<file path="config.mk">
export PLATFORM = sky130hd
export DESIGN_NAME = sign_compress_unit
export DESIGN_NICKNAME = d
export VERILOG_FILES = /design/src/rtl/sign_compress_unit.sv
export SDC_FILE = /design/constraint.sdc
export NUM_CORES = 1
export LEC_CHECK = 0
export ABC_AREA = 1
export BUFFER_PORTS_ARGS = -buffer_cell sky130_fd_sc_hd__buf_2
export CAP_MARGIN = 20
export CORE_UTILIZATION = 47
export DETAILED_ROUTE_END_ITERATION = 16
export GPL_TIMING_DRIVEN = 1
export PLACE_DENSITY = 0.75
export SYNTH_ARGS = -nofsm -noshare
export SYNTH_HDL_FRONTEND = slang
export SYNTH_SLANG_ARGS = --single-unit
</file>
<file path="constraint.sdc">
create_clock -name clk -period 1.2 [get_ports clk]
set_input_delay 0 -clock clk [delete_from_list [all_inputs] [get_ports clk]]
set_output_delay 0 -clock clk [all_outputs]
set_load 0.02 [all_outputs]
</file>
<file path="src/rtl/sign_compress_unit.sv">
// Narrows DATA_W-bit words to the IMM_W-bit sign+low-bits immediate format behind a 2-entry FIFO.
// Define SCU_SATURATE_EN to clamp non-representable words instead of truncating them.
module sign_compress_unit #(
   parameter int DATA_W = 16,
   parameter int IMM_W  = 9,
   parameter int CNT_W  = 8
) (
   input  logic              clk,
   input  logic              rst,
   input  logic              in_valid,
   output logic              in_ready,
   input  logic [DATA_W-1:0] in_data,
   output logic              out_valid,
   input  logic              out_ready,
   output logic [IMM_W-1:0]  out_data,
   output logic              out_ovf,
   output logic              ovf_sticky,
   output logic [CNT_W-1:0]  ovf_count,
   input  logic              clr_ovf
);

   localparam logic [1:0] ST_EMPTY = 2'd0;
   localparam logic [1:0] ST_ONE   = 2'd1;
   localparam logic [1:0] ST_TWO   = 2'd2;

   localparam int UP_W = DATA_W - IMM_W + 1;

   logic [1:0]       state;
   logic [1:0]       state_next;
   logic [IMM_W-1:0] tail_data;
   logic             tail_ovf;
   logic             push;
   logic             pop;
   logic [UP_W-1:0]  upper;
   logic             repr;
   logic [IMM_W-1:0] narrow_data;

   // A word fits when every bit from the narrowed sign position upward agrees.
   function automatic logic fits(input logic [UP_W-1:0] u);
      return (&u) | ~(|u);
   endfunction

   assign push  = in_valid & in_ready;
   assign pop   = out_valid & out_ready;
   assign upper = in_data[DATA_W-1:IMM_W-1];
   assign repr  = fits(upper);

   // Narrowed value of the incoming word
   always_comb begin
      narrow_data = {in_data[DATA_W-1], in_data[IMM_W-2:0]};
      if (repr) begin
         narrow_data = {in_data[DATA_W-1], in_data[IMM_W-2:0]};
      end else begin
`ifdef SCU_SATURATE_EN
         narrow_data = in_data[DATA_W-1] ? {1'b1, {(IMM_W-1){1'b0}}}
                                         : {1'b0, {(IMM_W-1){1'b1}}};
`else
         narrow_data = {in_data[DATA_W-1], in_data[IMM_W-2:0]};
`endif
      end
   end

   // Occupancy next-state
   always_comb begin
      state_next = state;
      case (state)
         ST_EMPTY: begin
            if (push) state_next = ST_ONE;
            else      state_next = ST_EMPTY;
         end
         ST_ONE: begin
            if (push && !pop)      state_next = ST_TWO;
            else if (!push && pop) state_next = ST_EMPTY;
            else                   state_next = ST_ONE;
         end
         ST_TWO: begin
            if (pop) state_next = ST_ONE;
            else     state_next = ST_TWO;
         end
         default: state_next = ST_EMPTY;
      endcase
   end

   // Queue storage; handshake flags are registered from the next state
   always_ff @(posedge clk) begin
      if (rst) begin
         state     <= ST_EMPTY;
         in_ready  <= 1'b1;
         out_valid <= 1'b0;
         out_data  <= {IMM_W{1'b0}};
         out_ovf   <= 1'b0;
         tail_data <= {IMM_W{1'b0}};
         tail_ovf  <= 1'b0;
      end else begin
         state     <= state_next;
         in_ready  <= (state_next != ST_TWO);
         out_valid <= (state_next != ST_EMPTY);
         case (state)
            ST_EMPTY: begin
               if (push) begin
                  out_data <= narrow_data;
                  out_ovf  <= ~repr;
               end
            end
            ST_ONE: begin
               if (push && pop) begin
                  out_data <= narrow_data;
                  out_ovf  <= ~repr;
               end else if (push) begin
                  tail_data <= narrow_data;
                  tail_ovf  <= ~repr;
               end
            end
            ST_TWO: begin
               if (pop) begin
                  out_data <= tail_data;
                  out_ovf  <= tail_ovf;
               end
            end
            default: begin
               out_data <= {IMM_W{1'b0}};
               out_ovf  <= 1'b0;
            end
         endcase
      end
   end

   // Overflow statistics; a clear beats a simultaneous overflowing push
   always_ff @(posedge clk) begin
      if (rst || clr_ovf) begin
         ovf_sticky <= 1'b0;
         ovf_count  <= {CNT_W{1'b0}};
      end else if (push && !repr) begin
         ovf_sticky <= 1'b1;
         if (!(&ovf_count)) begin
            ovf_count <= ovf_count + {{(CNT_W-1){1'b0}}, 1'b1};
         end
      end
   end

endmodule

</file>
==> results_dict.tcl, run 1 <==
set metrics [dict create \
    syn_area_per_cell_um2 7.21 \
    reg2reg_to "tail_data[8]" \
    static-leakage-power_uw 0.00111 \
    drt_drc_violations_left 0 \
    synth-seq-area-share_pct 41.4 \
    pin_count 42 \
    synth_top_area_share_pct 41.4 \
    insertedDiodeCount 0 \
    core_region_area_mm2 0.00313 \
    dp_hpwl_um 2600 \
    timing.final.setup_violations 11 \
    final_min_period_over_clock_period_pct 102 \
    routed_antenna_nets 0 \
    tritoncts "built" \
    min_delay_path_depth 6 \
    yosys_warns 0 \
    violated_checks "negative setup slack" \
    ff2ff_setup_slack_ns -0.02 \
    placementRows 20 \
    r2r-start "out_valid" \
    clock_sink_total 33 \
    final_hold_viol_count 0 \
    post_syn_instances 221 \
    worst_clock_skew_on_the_final_layout_ns 0.0135 \
    grt_pass1_vias 1470 \
    drt-vias-per-instance 5.11 \
    tightestPinTransition_ns 0.325 \
    final_critical_path_setup_slack_ns -0.0196 \
    critical-path-slowest-cell "sky130_fd_sc_hd__dfxtp_2" \
    max_slew_margin_pct 78.3 \
    worst-endpoint-arrival_ns 1.46 \
    mostFrequentLayoutCell "sky130_fd_sc_hd__nand2_1" \
    yosys.area.top_type "sky130_fd_sc_hd__dfxtp_1" \
    final_core_utilization_pct 76.7 \
    layout-drive-gt1-share_pct 47.7 \
    cts.clk_slew.worst_paths_ns 0.09 \
    floorplan.initialDensity_pct 51.0 \
    postLayoutCellArea_mm2 0.00240 \
    max_cap_viol_count 0 \
    crit_required_ns 1.44 \
    grt_pass1_wl_um 6220 \
    hp-start "in_valid" \
    cts_made_buffers 5 \
    max_clock_freq_mhz 820 \
    placed_area_mm2 0.00199 \
    synth.top_cells.by_area "sky130_fd_sc_hd__dfxtp_1 (41%), sky130_fd_sc_hd__nand2_1 (12%), sky130_fd_sc_hd__nor2_1 (6.4%), sky130_fd_sc_hd__a21oi_1 (5.0%), sky130_fd_sc_hd__inv_1 (4.9%)" \
    ff2ff_path_depth 7 \
    syn2layout_area_growth_pct 50.5 \
    worstSetupStartpointType "flip-flop" \
    final_net_count 327 \
    worst_setup_path_end_kind "flip-flop" \
    net_count_after_synthesis 243 \
    peakVddDrop_uv 789 \
    syn_area_mm2 0.00159 \
    path_cells "nand2_4 > nand2_4 > nor3_4 > buf_6 > inv_8 > o21ai_2 > a21oi_1" \
    grt_setup_unrepaired "true" \
    netlist-cell-type-count 27 \
    ctsHtreeMaxLevel 2 \
    crit_fanout 7 \
    result_of_the_run "complete, but fails checks" \
    path_common_cell "sky130_fd_sc_hd__nand2_4" \
    criticalPathCategory "reg2reg" \
    hold_class "in2reg" \
    layout_common_cells "sky130_fd_sc_hd__nand2_1 (44), sky130_fd_sc_hd__buf_2 (41), sky130_fd_sc_hd__buf_4 (24)" \
    chipWidth_um 60.2 \
    grt-ovfl-total 0 \
    route.vias.total 1788 \
    finalCriticalPeriod_ns 1.22 \
    gpl.final_weighted_congestion 0.853 \
    port_buffers 41 \
    timing.final.max_slew_violations 0 \
    crit_path_max_incr_delay_ns 0.35 \
    die-height_um 60.2 \
    cellPowerDensity_mw_per_mm2 1090 \
    wl_per_cell_um 12.9 \
    hold_path_end "state[0]" \
    firstDrtPassIters 4 \
    initialDrtViolationCount 112 \
    globalRouteTotalUtil_pct 23.6 \
    cts.root.buffer_cell "sky130_fd_sc_hd__clkbuf_4" \
    clock_path_buffers 2 \
    grt_max_degree 15 \
    clock_latency_ns 0.36 \
    ys_ff_latch 33 \
    grt_antenna_before_repair 0 \
    routed_wire_length_um 4510 \
    die_area_mm2 0.00363 \
]
[repair_timing]
item / 4_1_cts / 5_1_grt
pin swaps: 4 / 12
setup buffers: 0 / 11
endpoints found under the hold margin: 20 / 0
resized for setup: 6 / 47
endpoints found under the setup margin: 19 / 29
hold buffers: 11 / 0
cloned: 0 / 2
[cell families (layout without fill, tap and decap cells)]
group                    Yosys count  in the layout  share of synthesized area (%)
AND/OR/NAND/NOR                  104            105                           29.4
buffers and inverters             29            113                           8.24
flip-flops                        33             33                           41.4
AO/OA/AOI/OAI                     50             50                           17.9
XOR/XNOR                           4              4                           2.20
adder cells (fa/ha/maj)            1              1                          0.785
[synth_stat cells (all sizes together)]
| cell type | instances |
|---|---|
| nand2 | 61 |
| dfxtp | 33 |
| nor2 | 28 |
| inv | 25 |
| a21oi | 22 |
| o21ai | 22 |
| nand3 | 10 |
| a31oi | 4 |
| buf | 4 |
| xor2 | 4 |
| and2 | 1 |
| ha | 1 |
| nand3b | 1 |
| nand4 | 1 |
| nor3 | 1 |
| nor3b | 1 |
| o21a | 1 |
| o22ai | 1 |
[where the power goes]
group	internal (uW)	switching (uW)	leakage, uW
Sequential	1190	66.4	0.000275
Combinational	316	428	0.000806
Clock	223	391	0.0000320
Total	1730	886	0.00111
[cell type report]
type,count,area [um2]
Multi-Input combinational cell,160,971
Inverter,25,104
Timing Repair Buffer,79,529
Sequential cell,33,683
Clock buffer,6,41.3
Tap cell,44,55.1
Clock inverter,2,10.0
Fill cell,232,728
Timing Repair inverter,1,6.26
[routing by layer]
metal	share of wire (%)	GRT usage, %	vias to the layer above
met2	51	35.8	62
met5	0	0	-
met1	42	30.4	828
li1	-	-	885
met3	5.0	7.79	13
met4	2.7	9.97	0
[sequential cells by signal (all words and copies together), names as in the netlist]
signal and flops:
out_valid 1, in_ready 1, out_ovf 1, out_data 9, ovf_sticky 1, tail_data 9
ovf_count 8, state 2, tail_ovf 1
[worst max path at each step]
stage	start	endpoint	slack, ns
floorplan	out_valid	tail_data[8]	-0.04
global placement	state[0]	tail_data[0]	-0.04
detailed placement	state[1]	out_data[2]	-0.06
CTS	ovf_count[0]	ovf_count[1]	-0.003
global route	ovf_count[0]	ovf_count[4]	-0.1
finish	out_valid	tail_data[8]	-0.02
[per-stage QoR]
| stage | hold WS (ns) | TNS [ns] | std cells | power (uW) | setup WS (ns) |
|---|---|---|---|---|---|
| finish | 0.119 | -0.109 | 350 | 2620 | -0.0196 |
| global route | 0.182 | -1.14 | 350 | 2750 | -0.0990 |
| global placement | 0.252 | -0.0962 | 319 | 1840 | -0.0355 |
| floorplan | 0.146 | -0.174 | 221 | 1670 | -0.0376 |
| detailed placement | 0.263 | -0.447 | 319 | 1850 | -0.0556 |
| CTS | 0.114 | -0.00270 | 338 | 2480 | -0.00270 |
[critical path, delay by kind of cell, from the launching register on]
kind | cells | cell delay [ns]
AND/OR/NAND/NOR | 3 | 0.40
flip-flops | 1 | 0.35
buffers and inverters | 2 | 0.21
AO/OA/AOI/OAI | 2 | 0.15
Note: power is estimated with default switching activity, not from simulation.
==> run 2, diff against run 1 <==
--- a/config.mk
+++ b/config.mk
@@ -8,10 +8,12 @@
 export ABC_AREA = 1
 export BUFFER_PORTS_ARGS = -buffer_cell sky130_fd_sc_hd__buf_2
 export CAP_MARGIN = 20
-export CORE_UTILIZATION = 47
+export CELL_PAD_IN_SITES_DETAIL_PLACEMENT = 0
+export CELL_PAD_IN_SITES_GLOBAL_PLACEMENT = 1
+export CORE_UTILIZATION = 33
 export DETAILED_ROUTE_END_ITERATION = 16
 export GPL_TIMING_DRIVEN = 1
-export PLACE_DENSITY = 0.75
+export PLACE_DENSITY_LB_ADDON = 0.1
 export SYNTH_ARGS = -nofsm -noshare
 export SYNTH_HDL_FRONTEND = slang
 export SYNTH_SLANG_ARGS = --single-unit
==> run 2 against run 1 <==
Against the previous run:
- the run ends with negative hold slack, negative setup slack left
- die area rose by 41%
- worst setup slack got worse by 0.019 ns
- total power is 12% higher
- critical path type unchanged
- sequential share of layout area increased by 0.22 points
- first-iteration DRC count decreased by 58%
- critical endpoint is now in_ready
- worst hold slack lost 0.13 ns
==> results_dict.tcl, run 2 (synthesized netlist as in run 1, its figures left out) <==
set metrics [dict create \
    layout_common_cells "sky130_fd_sc_hd__nand2_1 (42), sky130_fd_sc_hd__buf_2 (41), sky130_fd_sc_hd__dfxtp_1 (24)" \
    firstDrtPassIters 4 \
    die_area_mm2 0.00511 \
    tightestPinTransition_ns 0.270 \
    die-height_um 71.5 \
    ff2ff_setup_slack_ns -0.04 \
    static-leakage-power_uw 0.00108 \
    port_buffers 41 \
    criticalPathCategory "reg2reg" \
    insertedDiodeCount 0 \
    worstSetupStartpointType "flip-flop" \
    final_core_utilization_pct 52.6 \
    grt-ovfl-total 0 \
    clock_latency_ns 0.28 \
    cts_made_buffers 5 \
    final_critical_path_setup_slack_ns -0.0389 \
    routed_wire_length_um 4090 \
    p_clk_share_pct 34.2 \
    hold_class "in2reg" \
    clock_sink_total 33 \
    drt_drc_violations_left 0 \
    core_region_area_mm2 0.00450 \
    violated_checks "negative hold slack, negative setup slack" \
    placementRows 24 \
    worst_clock_skew_on_the_final_layout_ns 0.00501 \
    peakVddDrop_uv 856 \
    path_cells "nand2_4 > nand2_4 > nor3_4 > buf_6 > buf_6 > a21oi_2 > nor2_1 > inv_1" \
    hp-start "in_data[3]" \
    dp_hpwl_um 2920 \
    syn2layout_area_growth_pct 48.6 \
    grt_setup_unrepaired "true" \
    pin_count 42 \
    timing.final.max_slew_violations 0 \
    highest_layer "met4" \
    max_clock_freq_mhz 807 \
    crit_path_max_incr_delay_ns 0.33 \
    placed_area_mm2 0.00204 \
    switching_power_uw 874 \
    sequentialPowerShare_pct 42.6 \
    globalRouteTotalUtil_pct 16.4 \
    crit_fanout 4 \
    layout-drive-gt1-share_pct 44.6 \
    final_min_period_over_clock_period_pct 103 \
    hold_path_end "tail_data[3]" \
    crit_required_ns 1.38 \
    critical-path-slowest-cell "sky130_fd_sc_hd__dfxtp_2" \
    wl_per_cell_um 11.7 \
    timing.final.setup_violations 9 \
    routed_antenna_nets 0 \
    internal-power_uw 2060 \
    ff2ff_path_depth 8 \
    grt_antenna_before_repair 0 \
    mostFrequentLayoutCell "sky130_fd_sc_hd__nand2_1" \
    initialDrtViolationCount 47 \
    finalCriticalPeriod_ns 1.24 \
    final_net_count 317 \
    met1_length_um 1910 \
    reg.largest.list "out_data (9), tail_data (9), ovf_count (8)" \
    cts.clk_slew.worst_paths_ns 0.07 \
    floorplan.initialDensity_pct 35.4 \
    postLayoutCellArea_mm2 0.00237 \
    drt-vias-per-instance 4.71 \
    chipWidth_um 71.5 \
    cellPowerDensity_mw_per_mm2 1240 \
    power.combinational.fraction_pct 23.2 \
    result_of_the_run "complete, but fails checks" \
    met3_wirelength_um 121 \
    max_slew_margin_pct 82.0 \
    worst-endpoint-arrival_ns 1.42 \
    tritoncts "built" \
    r2r-start "out_valid" \
    max_cap_viol_count 0 \
    gpl.final_weighted_congestion 0.811 \
    final_hold_viol_count 1 \
    route.vias.total 1640 \
    grt_pass1_vias 1450 \
    worst_setup_path_end_kind "flip-flop" \
    grt_max_degree 15 \
    grt_pass1_wl_um 6590 \
    ctsHtreeMaxLevel 2 \
    min_delay_path_depth 3 \
    reg2reg_to "in_ready" \
    cts.root.buffer_cell "sky130_fd_sc_hd__clkbuf_8" \
    whs_ns -0.00718 \
    sw_frac_of_total_pct 29.8 \
    routed-wl-met2_um 1990 \
    clock_path_buffers 2 \
]
run 2: critical path: cells and delay by family (launching register included):
| family | cells | cell delay, ns |
|---|---|---|
| flops | 1 | 0.33 |
| simple gates | 4 | 0.43 |
| compound gates | 1 | 0.03 |
| buf+inv | 3 | 0.34 |
run 2: stage by stage:
stage | instances | setup WS (ns) | hold WS (ns) | total power (uW) | TNS (ns)
floorplan | 221 | -0.0376 | 0.146 | 1670 | -0.174
global placement | 330 | -0.0485 | 0.255 | 1870 | -0.271
detailed placement | 330 | -0.0447 | 0.260 | 1870 | -0.338
CTS | 343 | -0.0208 | 0.00796 | 2890 | -0.0213
global route | 348 | -0.119 | 0.00131 | 3090 | -0.939
finish | 348 | -0.0389 | -0.00718 | 2930 | -0.146
run 2: worst max path at each step:
stage	start	end	slack [ns]	cells past startpoint
floorplan	out_valid	tail_data[8]	-0.04	7
global placement	state[1]	out_ovf	-0.05	6
detailed placement	state[1]	out_data[2]	-0.04	6
CTS	state[0]	out_valid	-0.02	6
global route	ovf_count[1]	ovf_count[6]	-0.12	7
finish	out_valid	in_ready	-0.04	8
run 2: final cells by class:
class	instances	area, um2
timing repair buffer	70	465
timing repair inverter	1	6.26
sequential	33	679
tap	52	65.1
multi-input combinational	159	935
fill	446	2140
inverter	25	106
clock buffer	8	111
run 2: what timing repair did:
item / in CTS / in global routing
resized for setup: 8 / 37
endpoints found under the setup margin: 21 / 28
hold buffers: 5 / 1
pin swaps: 2 / 13
hold endpoints to repair: 10 / 1
gates cloned: 0 / 1
buffers inserted: 0 / 3
run 2: power by group through the flow:
| stage | clock network (uW) | logic, uW | registers, uW |
|---|---|---|---|
| floorplan | 0 | 336 | 1340 |
| global placement | 0 | 601 | 1270 |
| detailed placement | 0 | 600 | 1270 |
| CTS | 1030 | 617 | 1250 |
| global route | 1090 | 746 | 1260 |
| finish | 1000 | 681 | 1250 |
run 2: metal layers:
layer | up-vias | GRT usage, %
met3 | 7 | 3.23
met1 | 743 | 20.1
li1 | 863 | -
met5 | - | 0
met2 | 27 | 28.5
met4 | 0 | 6.54
==> run 3, diff against run 2 <==
--- a/config.mk
+++ b/config.mk
@@ -10,6 +10,7 @@
 export CAP_MARGIN = 20
 export CELL_PAD_IN_SITES_DETAIL_PLACEMENT = 0
 export CELL_PAD_IN_SITES_GLOBAL_PLACEMENT = 1
+export CORE_ASPECT_RATIO = 0.6
 export CORE_UTILIZATION = 33
 export DETAILED_ROUTE_END_ITERATION = 16
 export GPL_TIMING_DRIVEN = 1
==> run 3 against run 2 <==
Against the previous run:
- the run ends with negative setup slack left
- maximum frequency rose by 2.6%
- first-iteration DRC count rose by 30%
- total power rose by 1.7%
- worst setup slack improved by 0.031 ns
- via count fell by 0.43%
- cell count rose by 2.0%
- clock power barely moved
- register-to-register slack improved by 0.03 ns
- sequential power barely moved
- wire length rose by 8.3%
- sequential share of layout area barely moved
- sequential cell count did not move
==> results_dict.tcl, run 3 (synthesized netlist as in run 1, its figures left out) <==
set metrics [dict create \
    drt_drc_violations_left 0 \
    static-leakage-power_uw 0.00108 \
    routed-wl-met2_um 1640 \
    die_area_mm2 0.00512 \
    dp_hpwl_um 3060 \
    worstSetupStartpointType "flip-flop" \
    crit_fanout 4 \
    die-height_um 55.8 \
    wl_per_cell_um 12.5 \
    whs_ns 0.0146 \
    internal-power_uw 2090 \
    highest_layer "met4" \
    grt_antenna_before_repair 0 \
    hold_class "in2reg" \
    violated_checks "negative setup slack" \
    switching_power_uw 891 \
    globalRouteTotalUtil_pct 18.3 \
    grt_pass1_vias 1442 \
    pin_count 42 \
    insertedDiodeCount 0 \
    clock_path_buffers 2 \
    routed_wire_length_um 4430 \
    final_min_period_over_clock_period_pct 101 \
    max_slew_margin_pct 79.3 \
    reg.largest.list "out_data (9), tail_data (9), ovf_count (8)" \
    routed_antenna_nets 0 \
    sw_frac_of_total_pct 29.9 \
    worst_setup_path_end_kind "flip-flop" \
    mostFrequentLayoutCell "sky130_fd_sc_hd__nand2_1" \
    r2r-start "ovf_count[6]" \
    placementRows 19 \
    timing.final.max_slew_violations 0 \
    peakVddDrop_uv 546 \
    initialDrtViolationCount 61 \
    result_of_the_run "complete, but fails checks" \
    gpl.final_weighted_congestion 0.827 \
    met3_wirelength_um 253 \
    grt_setup_unrepaired "true" \
    placed_cells 337 \
    sequentialPowerShare_pct 41.9 \
    firstDrtPassIters 4 \
    syn2layout_area_growth_pct 49.3 \
    drt-vias-per-instance 4.60 \
    grt_max_degree 15 \
    reg2reg_to "ovf_count[7]" \
    min_delay_path_depth 3 \
    tritoncts "built" \
    clock_latency_ns 0.29 \
    criticalPathCategory "reg2reg" \
    worst-endpoint-arrival_ns 1.42 \
    power.combinational.fraction_pct 24.0 \
    grt_pass1_wl_um 7150 \
    final_core_utilization_pct 51.6 \
    port_buffers 41 \
    layoutNonFillerInstCount 355 \
    route.vias.total 1633 \
    chipWidth_um 91.7 \
    crit_required_ns 1.41 \
    final_net_count 313 \
    max_clock_freq_mhz 828 \
    core_region_area_mm2 0.00461 \
    ff2ff_path_depth 7 \
    clock_sink_total 33 \
    final_hold_viol_count 0 \
    cts.root.buffer_cell "sky130_fd_sc_hd__clkbuf_8" \
    hp-start "in_data[0]" \
    cts_made_buffers 5 \
    ff2ff_setup_slack_ns -0.008 \
    hold_path_end "tail_data[0]" \
    p_clk_share_pct 34.1 \
    worst_clock_skew_on_the_final_layout_ns 0.00499 \
    tightestPinTransition_ns 0.310 \
    cellPowerDensity_mw_per_mm2 1250 \
    met1_length_um 2500 \
    timing.final.setup_violations 1 \
    grt-ovfl-total 0 \
    ctsHtreeMaxLevel 2 \
    layout_common_cells "sky130_fd_sc_hd__nand2_1 (44), sky130_fd_sc_hd__buf_2 (41), sky130_fd_sc_hd__nor2_1 (22), sky130_fd_sc_hd__dfxtp_1 (22), sky130_fd_sc_hd__inv_1 (21)" \
    layout-drive-gt1-share_pct 43.5 \
    cts.clk_slew.worst_paths_ns 0.07 \
    max_cap_viol_count 0 \
    finalCriticalPeriod_ns 1.21 \
    final_critical_path_setup_slack_ns -0.00768 \
    floorplan.initialDensity_pct 34.6 \
]
-- run 3: cell count changes in the layout (fill, tap and decap cells not counted), sizes merged --
cell / previous run / this run
dlygate4sd3: 6 / 5
clkbuf: 8 / 9
buf: 64 / 61
inv: 26 / 25
-- run 3: layout make-up --
cell class | instances | area (um2)
Fill cell | 465 | 2230
Multi-Input combinational cell | 159 | 937
Sequential cell | 33 | 682
Timing Repair Buffer | 67 | 472
Clock buffer | 8 | 111
Inverter | 25 | 98.8
Tap cell | 63 | 78.8
-- run 3: power by group through the flow --
stage               combinational [uW]  sequential [uW]  clock (uW)
global placement                   620             1260           0
CTS                                629             1240        1040
global route                       793             1260        1120
finish                             717             1250        1020
detailed placement                 615             1270           0
floorplan                          336             1340           0
-- run 3: worst max-delay path, stage by stage, from the launching register on --
cell	delay, ns
sky130_fd_sc_hd__dfxtp_1	0.38
sky130_fd_sc_hd__nand2_1	0.09
sky130_fd_sc_hd__nor2_2	0.15
sky130_fd_sc_hd__buf_4	0.14
sky130_fd_sc_hd__nand3b_1	0.07
sky130_fd_sc_hd__nand2_1	0.07
sky130_fd_sc_hd__nand3_1	0.07
sky130_fd_sc_hd__a21oi_1	0.15
-- run 3: through the flow --
| stage | cell area [um2] | setup WS, ns | power [uW] | setup TNS (ns) |
|---|---|---|---|---|
| CTS | 2220 | 0.00568 | 2920 | 0 |
| finish | 2380 | -0.00768 | 2980 | -0.00768 |
| global route | 2380 | -0.0772 | 3180 | -0.625 |
| floorplan | 1650 | -0.0376 | 1670 | -0.174 |
| detailed placement | 2050 | -0.0572 | 1880 | -0.596 |
| global placement | 2050 | -0.0276 | 1880 | -0.166 |
-- run 3: what timing repair did --
item	CTS	global route
hold buffers	5	0
resized for setup	3	32
setup buffers	0	4
pin swaps	1	15
setup endpoints to repair	18	31
endpoints found under the hold margin	10	0
cloned	0	1
-- run 3: per-layer routing --
layer  vias up  GRT usage, %
met3         5          5.33
met1       732          29.9
met5         -             0
li1        853             -
met2        43          22.1
met4         0          4.69
-- run 3: how the worst max path moves through the flow --
stage	from	end	slack, ns	cells past startpoint
after floorplan	out_valid	tail_data[8]	-0.04	7
after global placement	state[1]	out_data[2]	-0.03	6
after detailed placement	state[1]	out_data[5]	-0.06	5
after CTS	out_valid	in_ready	0.006	7
after global routing	ovf_count[0]	ovf_count[7]	-0.08	7
final	ovf_count[6]	ovf_count[7]	-0.008	7
